===== config.mk =====
export PLATFORM = sky130hd
export DESIGN_NAME = instr_prefetch_queue
export DESIGN_NICKNAME = d
export VERILOG_FILES = /design/src/rtl/kgp_fetch_pkg.sv /design/src/rtl/fetch_fifo_mem.sv /design/src/rtl/instr_prefetch_queue.sv
export SDC_FILE = /design/constraint.sdc
export NUM_CORES = 1
export LEC_CHECK = 0
export ABC_AREA = 1
export CAP_MARGIN = 10
export CORE_UTILIZATION = 50
export CTS_CLUSTER_DIAMETER = 100
export CTS_CLUSTER_SIZE = 8
export DETAILED_ROUTE_END_ITERATION = 16
export PLACE_DENSITY = 0.75
export RECOVER_POWER = 25
export SLEW_MARGIN = 25
export SYNTH_ARGS = -nofsm -noshare
export SYNTH_HDL_FRONTEND = slang
export SYNTH_SLANG_ARGS = --single-unit

===== constraint.sdc =====
create_clock -name clk -period 1.65 [get_ports clk]
set_input_delay 0.495 -clock clk [delete_from_list [all_inputs] [get_ports clk]]
set_output_delay 0.495 -clock clk [all_outputs]
set_load 0.03 [all_outputs]

===== src/rtl/kgp_fetch_pkg.sv =====
// Shared types and constants for the KGP instruction fetch front end.
package kgp_fetch_pkg;

  localparam int INSTR_W = 32;
  localparam int PC_W    = 32;

  localparam logic [PC_W-1:0] PC_INCR = 32'd4;

  typedef struct packed {
    logic [INSTR_W-1:0] instr;
    logic [PC_W-1:0]    pc;
  } fetch_entry_t;

endpackage


===== src/rtl/fetch_fifo_mem.sv =====
// Register-array storage for the prefetch queue: one write port, one combinational read port.
module fetch_fifo_mem
  import kgp_fetch_pkg::*;
#(
  parameter int DEPTH = 4,
  parameter int PTR_W = $clog2(DEPTH)
) (
  input  logic               clk,
  input  logic               rst_n,
  input  logic               we_i,
  input  logic [PTR_W-1:0]   waddr_i,
  input  fetch_entry_t       wdata_i,
  input  logic [PTR_W-1:0]   raddr_i,
  output fetch_entry_t       rdata_o
);

  fetch_entry_t mem_q [DEPTH];

  always_ff @(posedge clk or negedge rst_n) begin
    if (!rst_n) begin
      for (int i = 0; i < DEPTH; i++) begin
        mem_q[i] <= '0;
      end
    end else if (we_i) begin
      mem_q[waddr_i] <= wdata_i;
    end
  end

  assign rdata_o = mem_q[raddr_i];

endmodule


===== src/rtl/instr_prefetch_queue.sv =====
// Sequential instruction prefetcher: issues ROM reads against a credit limit and queues {instr, pc} for decode.
module instr_prefetch_queue
  import kgp_fetch_pkg::*;
#(
  parameter int              DEPTH    = 4,
  parameter logic [PC_W-1:0] RESET_PC = 32'h0000_0000
) (
  input  logic               clk,
  input  logic               rst,
  output logic               rom_req,
  output logic [PC_W-1:0]    rom_addr,
  input  logic [INSTR_W-1:0] rom_data,
  input  logic               redirect,
  input  logic [PC_W-1:0]    redirect_addr,
  output logic               out_valid,
  output logic [INSTR_W-1:0] out_instr,
  output logic [PC_W-1:0]    out_pc,
  input  logic               out_ready
);

  localparam int PTR_W = $clog2(DEPTH);
  localparam int CNT_W = PTR_W + 1;

  logic [PC_W-1:0]  fetch_pc_q, fetch_pc_d;
  logic             rsp_pending_q, rsp_pending_d;
  logic [PC_W-1:0]  rsp_pc_q, rsp_pc_d;
  logic [PTR_W-1:0] rd_ptr_q, rd_ptr_d;
  logic [PTR_W-1:0] wr_ptr_q, wr_ptr_d;
  logic [CNT_W-1:0] count_q, count_d;
  logic [CNT_W-1:0] inflight;
  logic             push, pop;
  fetch_entry_t     wr_entry, head;
  logic             unused_addr_lsb;

  assign unused_addr_lsb = ^redirect_addr[1:0];

  // Queued entries plus the outstanding response must fit, so a response always has a slot.
  assign inflight  = count_q + CNT_W'(rsp_pending_q);
  assign rom_req   = rst & ~redirect & (inflight < CNT_W'(DEPTH));
  assign rom_addr  = fetch_pc_q;

  assign push      = rsp_pending_q & ~redirect;
  assign out_valid = (count_q != '0);
  assign pop       = out_valid & out_ready & ~redirect;

  assign wr_entry.instr = rom_data;
  assign wr_entry.pc    = rsp_pc_q;

  always_comb begin
    fetch_pc_d    = fetch_pc_q;
    rsp_pending_d = rsp_pending_q;
    rsp_pc_d      = rsp_pc_q;
    rd_ptr_d      = rd_ptr_q;
    wr_ptr_d      = wr_ptr_q;
    count_d       = count_q;
    if (redirect) begin
      fetch_pc_d    = {redirect_addr[PC_W-1:2], 2'b00};
      rsp_pending_d = 1'b0;
      rd_ptr_d      = '0;
      wr_ptr_d      = '0;
      count_d       = '0;
    end else begin
      if (rom_req) begin
        rsp_pending_d = 1'b1;
        rsp_pc_d      = fetch_pc_q;
        fetch_pc_d    = fetch_pc_q + PC_INCR;
      end else begin
        rsp_pending_d = 1'b0;
      end
      if (push) wr_ptr_d = wr_ptr_q + PTR_W'(1);
      if (pop)  rd_ptr_d = rd_ptr_q + PTR_W'(1);
      case ({push, pop})
        2'b10:   count_d = count_q + CNT_W'(1);
        2'b01:   count_d = count_q - CNT_W'(1);
        default: count_d = count_q;
      endcase
    end
  end

  always_ff @(posedge clk or negedge rst) begin
    if (!rst) begin
      fetch_pc_q    <= RESET_PC;
      rsp_pending_q <= 1'b0;
      rsp_pc_q      <= '0;
      rd_ptr_q      <= '0;
      wr_ptr_q      <= '0;
      count_q       <= '0;
    end else begin
      fetch_pc_q    <= fetch_pc_d;
      rsp_pending_q <= rsp_pending_d;
      rsp_pc_q      <= rsp_pc_d;
      rd_ptr_q      <= rd_ptr_d;
      wr_ptr_q      <= wr_ptr_d;
      count_q       <= count_d;
    end
  end

  fetch_fifo_mem #(
    .DEPTH (DEPTH)
  ) u_mem (
    .clk     (clk),
    .rst_n   (rst),
    .we_i    (push),
    .waddr_i (wr_ptr_q),
    .wdata_i (wr_entry),
    .raddr_i (rd_ptr_q),
    .rdata_o (head)
  );

  assign out_instr = head.instr;
  assign out_pc    = head.pc;

  a_no_overflow: assert property (@(posedge clk) disable iff (!rst)
    !(push && (count_q == CNT_W'(DEPTH))));

endmodule


Word-level counts from Yosys, hierarchy flattened
Index checks and enable logic that the tools add are counted.

Bitwise operators: 8. Magnitude comparators: 4. $add $sub $neg: 6. Reductions and logical operators: 7. Mux-type cells: 16. Equality and inequality tests: 2.

Operators by type and width (count): $bwmux W256 (1); $mux W64 (3); $bmux W64 S2 (1); $demux W64 S2 (1); $mux W32 (2); $add A32 B3 Y32 const B (1); $mux W2 (4); $ge A3 B3 Y1 const B (2); $not A2 Y3 (2); $pmux W3 S2 (1); $reduce_bool A2 Y1 (3); $reduce_bool A3 Y1 (2); $and A1 B1 Y1 (5); $add A2 B1 Y2 const B (2); $add A3 B1 Y3 (1); $add A3 B1 Y3 const B (1); $lt A3 B1 Y1 const B (1); $lt A3 B3 Y1 const B (1); $mux W3 (1); $sub A3 B1 Y3 const B (1); $eq A2 B1 Y1 const B (1); $eq A2 B2 Y1 const B (1); $mux W1 (2); $reduce_and A2 Y1 (1); 2 further kinds (2).

Bits of input ports: 68. Register bits after elaboration: 328. Output and inout port bits: 98. Logic and storage cells: 57.

Longest topological paths before layout
Word-level depth: 6. Gate-level depth with buffers: 10.

Hierarchy
Synthesis repeated with hierarchy kept, for this count alone.

Cells, all modules: 2396. Area, all modules: 17137.7 µm².

Modules (own cells, without submodules): fetch_fifo_mem (area an instance 13292.7 µm², cells an instance 1867, instances 1, seq. area each 6406.1 µm²); instr_prefetch_queue (area an instance 3844.9 µm², cells an instance 529, instances 1, seq. area each 1701.6 µm²).

Least setup slack after synthesis
No wires, ideal clock.

Path type: flip-flop to output port. Start point: register rd_ptr_q[0]. End point: output port out_instr[0]. Arrival time: 1.488 ns. Path buffers: 3. Setup slack: -0.333 ns. Stages on the path, launching flop included: 7. Path through: dfrtp_1 > buf_4 > inv_2 > buf_2 > buf_2 > nor2_1 > o22ai_1.

Word-level cells in the longest chain between the ends: 4.

Ends and longest elaborated chain: start: declaration (line instr_prefetch_queue.sv:27) `logic [PTR_W-1:0] rd_ptr_q, rd_ptr_d;`; start signal: assignment (line instr_prefetch_queue.sv:92) `rd_ptr_q <= rd_ptr_d;`; $not A2 Y3 (not written as such) (line fetch_fifo_mem.sv:29) `assign rdata_o = mem_q[raddr_i];`; $bmux W64 S2 (line fetch_fifo_mem.sv:29); $mux W64 (not written as such) (2 in series) (line fetch_fifo_mem.sv:29); end: declaration (line instr_prefetch_queue.sv:16) `output logic [INSTR_W-1:0] out_instr,`.

Every way passes these cells. The select of a mux whose other input is x is not followed.

Worst setup path after layout
Start point: register rd_ptr_q[0]. End point: output port out_pc[21].

Word-level cells in the longest chain between the ends: 4.

Ends and longest elaborated chain: $not A2 Y3 (not written as such) (line fetch_fifo_mem.sv:29); $bmux W64 S2 (line fetch_fifo_mem.sv:29); $mux W64 (not written as such) (2 in series) (line fetch_fifo_mem.sv:29); end: declaration (line instr_prefetch_queue.sv:17) `output logic [PC_W-1:0] out_pc,`.

Every way passes these cells. The select of a mux whose other input is x is not followed.

==> results.toml <==
[cts]
clk_path_buf_depth = 3
insertion_delay_ps = 530
htreeDepth = 2
cts_tree = "done"
numCtsBuffers = 45
clock-sinks = 316
hold_buffers = 0
clk_pin_slew_ps = 50
cts_root_buffer = "clkbuf_16"

[floorplanning]
design.die.area_um2 = 29490
start_util_pct = 51.28
die_w_um = 171.7
core_um2 = 28090
die_y_um = 171.7
rows = 61
io_pins = 166

[power_and_ir_drop]
irDropWorstVdd_mv = 0.8113
power_density_nw_per_um2 = 1751
p_seq_share_pct = 33.0
switchingPower_uw = 13410
clockPowerShare_pct = 23.6
leakage_uw = 0.009320
pwr-share-comb_pct = 43.4
switching_share_pct = 38.16
p_total_uw = 35140
internal-power_uw = 21730

[synthesis]
synth_top_family_by_area = "simple AND/OR/NAND/NOR gates"
synth-compound-area-share_pct = 18.07
ys_types = 28
ys_seq_area_share_pct = 54.90
ys_warn_count = 0
syn_inst = 1752
synth-adder-area-share_pct = 0.5734
synth.mux.area_fraction_pct = 0
ys_ff_latch = 316
yosys.area_share.simple_pct = 18.83
syn_area_per_cell_um2 = 8.221
synth_xor_xnor_area_share_pct = 0.4865
netlist_area_um2 = 14400

[place]
dp_cells = 2285
port_buffers = 159
place_ws_ps = -625.5
place.gp.congestion = 0.8603
post-dp-hpwl_um = 24890

[sta]
final-setup-viol-count = 71
timing.setup.tns_ps = -46870
clock_skew_ps = 14.97
max_clock_freq_mhz = 408.3
rsz0062_at_grt = "yes"
slew_violations = 60
max-slew-margin-rel_pct = -1.122
fin_crit_sh_pct = 148.4
hold_violations = 0
period_minus_slack_ps = 2449
worst_pin_slew_ps = 1517
fin_ws_ps = -799.2

[layout]
drive_above_1_share_pct = 23.80
area_growth_pct = 39.33
final_common_cell = "nand2_1"
nets = 2057
fillerInstances = 2155
finalNonFillerCells = 2366
layout_common_cells = "nand2_1, o21ai_0, dfrtp_1"
fin_util_pct = 71.45

[drt]
ant_nets = 0
vias = 12910
post_drt_wl_per_cell_um = 17.39
drt_iter0_drc = 1134
dr.pass1.iters = 5
drc = 0
via_per_inst = 5.455
drt-total-wl_um = 41150

[critical_path]
cp-startpoint = "rd_ptr_q[0]"
crit_arrival_ps = 1950
required_ps = 1150
end_kind = "output pin"
r2r-start = "count_q[0]"
cp_max_fo = 21
setup.worst_path.class = "reg -> out"
worstSetupStartpointType = "register"

[global_routing]
grt_pass1_wl_um = 64750
grt_max_degree = 160
antenna_found_initial = 1
gr-total-overflow = 0
grtUsageTotal_pct = 27.65
grt_pass1_vias = 12800

[run]
drv_cap = 0

[run_status]
status = "finished with violations"
violations = "slew limit, setup timing"

[worst_hold_path]
hp-class = "in -> async"
-- state kept, by name, summed over array words and instances (netlist names) --
name           flops
rsp_pc_q          30
count_q            3
rsp_pending_q      1
wr_ptr_q           2
u_mem.mem_q      248
rom_addr          30
rd_ptr_q           2
-- synth_stat cells --
library cell	n	area, µm²
nand4_1	1	6.260
ha_1	5	62.56
nor2_1	168	630.6
and2_1	1	6.260
xor2_1	6	52.55
nor2_4	5	56.30
o22ai_1	62	387.9
nand3_1	38	190.2
buf_4	10	75.07
fa_1	1	20.02
o211ai_1	7	52.55
nor3_1	3	15.01
a21oi_1	2	10.01
inv_2	3	11.26
o21ai_1	11	55.05
o21ai_0	419	2097
nor2_8	1	20.02
conb_1	1	3.750
inv_1	124	465.5
nand2_2	9	56.30
nor2_2	5	31.28
nand2_1	450	1689
buf_2	33	165.2
nand3_2	1	10.01
buf_6	7	78.83
dfrtp_1	316	7908
xnor2_1	2	17.52
clkbuf_1	61	229.0
-- layout make-up --
| cell class | instances | area [µm²] | area share (%) |
|---|---|---|---|
| antenna | 1 | 2.502 | 0.01247 |
| clock buffer | 49 | 1184 | 5.899 |
| clock inverter | 2 | 38.79 | 0.1933 |
| inverter | 127 | 495.5 | 2.469 |
| multi-input combinational | 1201 | 6761 | 33.70 |
| sequential | 316 | 7920 | 39.47 |
| tap | 378 | 473.0 | 2.357 |
| timing repair buffer | 292 | 3192 | 15.91 |
-- final timing paths --
check,endpoint,slack [ps],depth (start not counted)
max in group asynchronous,rom_addr[25],-60,3
min in group clk,u_mem.mem_q[73],470,2
setup / recovery,out_pc[21],-800,6
setup reg to reg,count_q[2],-80,10
hold / removal,u_mem.mem_q[136],470,3
hold reg to reg,u_mem.mem_q[73],470,2
-- cells by family (layout without fill, tap and decap cells) --
kind of cell    after synthesis  after routing
xor+xnor                      8              8
flops                       316            316
compound gates              501            501
simple gates                682            682
other cells                   1              5
fa+ha+maj                     6              6
buf+inv                     238            470
-- per-layer routing --
layer	track usage (%)	part of all wire (%)	vias to the layer above
met5	0	0	-
met4	8.463	2.4	0
met3	5.108	5.7	80
met2	45.34	48	400
met1	37.22	44	6262
li1	-	-	6165
-- power by group through the flow --
stage / Sequential, µW / Combinational [µW] / Clock [µW]
final: 11600 / 15300 / 8280
after global routing: 11800 / 16500 / 8730
after CTS: 11400 / 14200 / 8390
after detailed placement: 11300 / 13400 / 0
after global placement: 11200 / 13100 / 0
after floorplan: 11300 / 8540 / 0
-- timing repair --
action / CTS / global route
setup endpoints to repair: 98 / 116
buffers inserted: 1 / 21
resized for setup: 245 / 193
gates cloned: 2 / 6
endpoints found under the hold margin: 0 / 0
pin swaps: 6 / 15
-- metrics by stage --
stage / hold WS (ps) / instance area (µm²)
after floorplan: 199.4 / 15250
after global placement: 459.6 / 17760
after detailed placement: 467.9 / 17760
after CTS: 293.8 / 19380
after global routing: 497.7 / 20060
final: 472.7 / 20070
-- worst max-delay path, stage by stage (launching register included) --
cell,delay (ps)
dfrtp_4,510
buf_12,160
clkinv_8,110
buf_16,170
nor2_1,90
o22ai_4,180
buf_4,190
No activity file was read; power rests on OpenSTA's default activity.
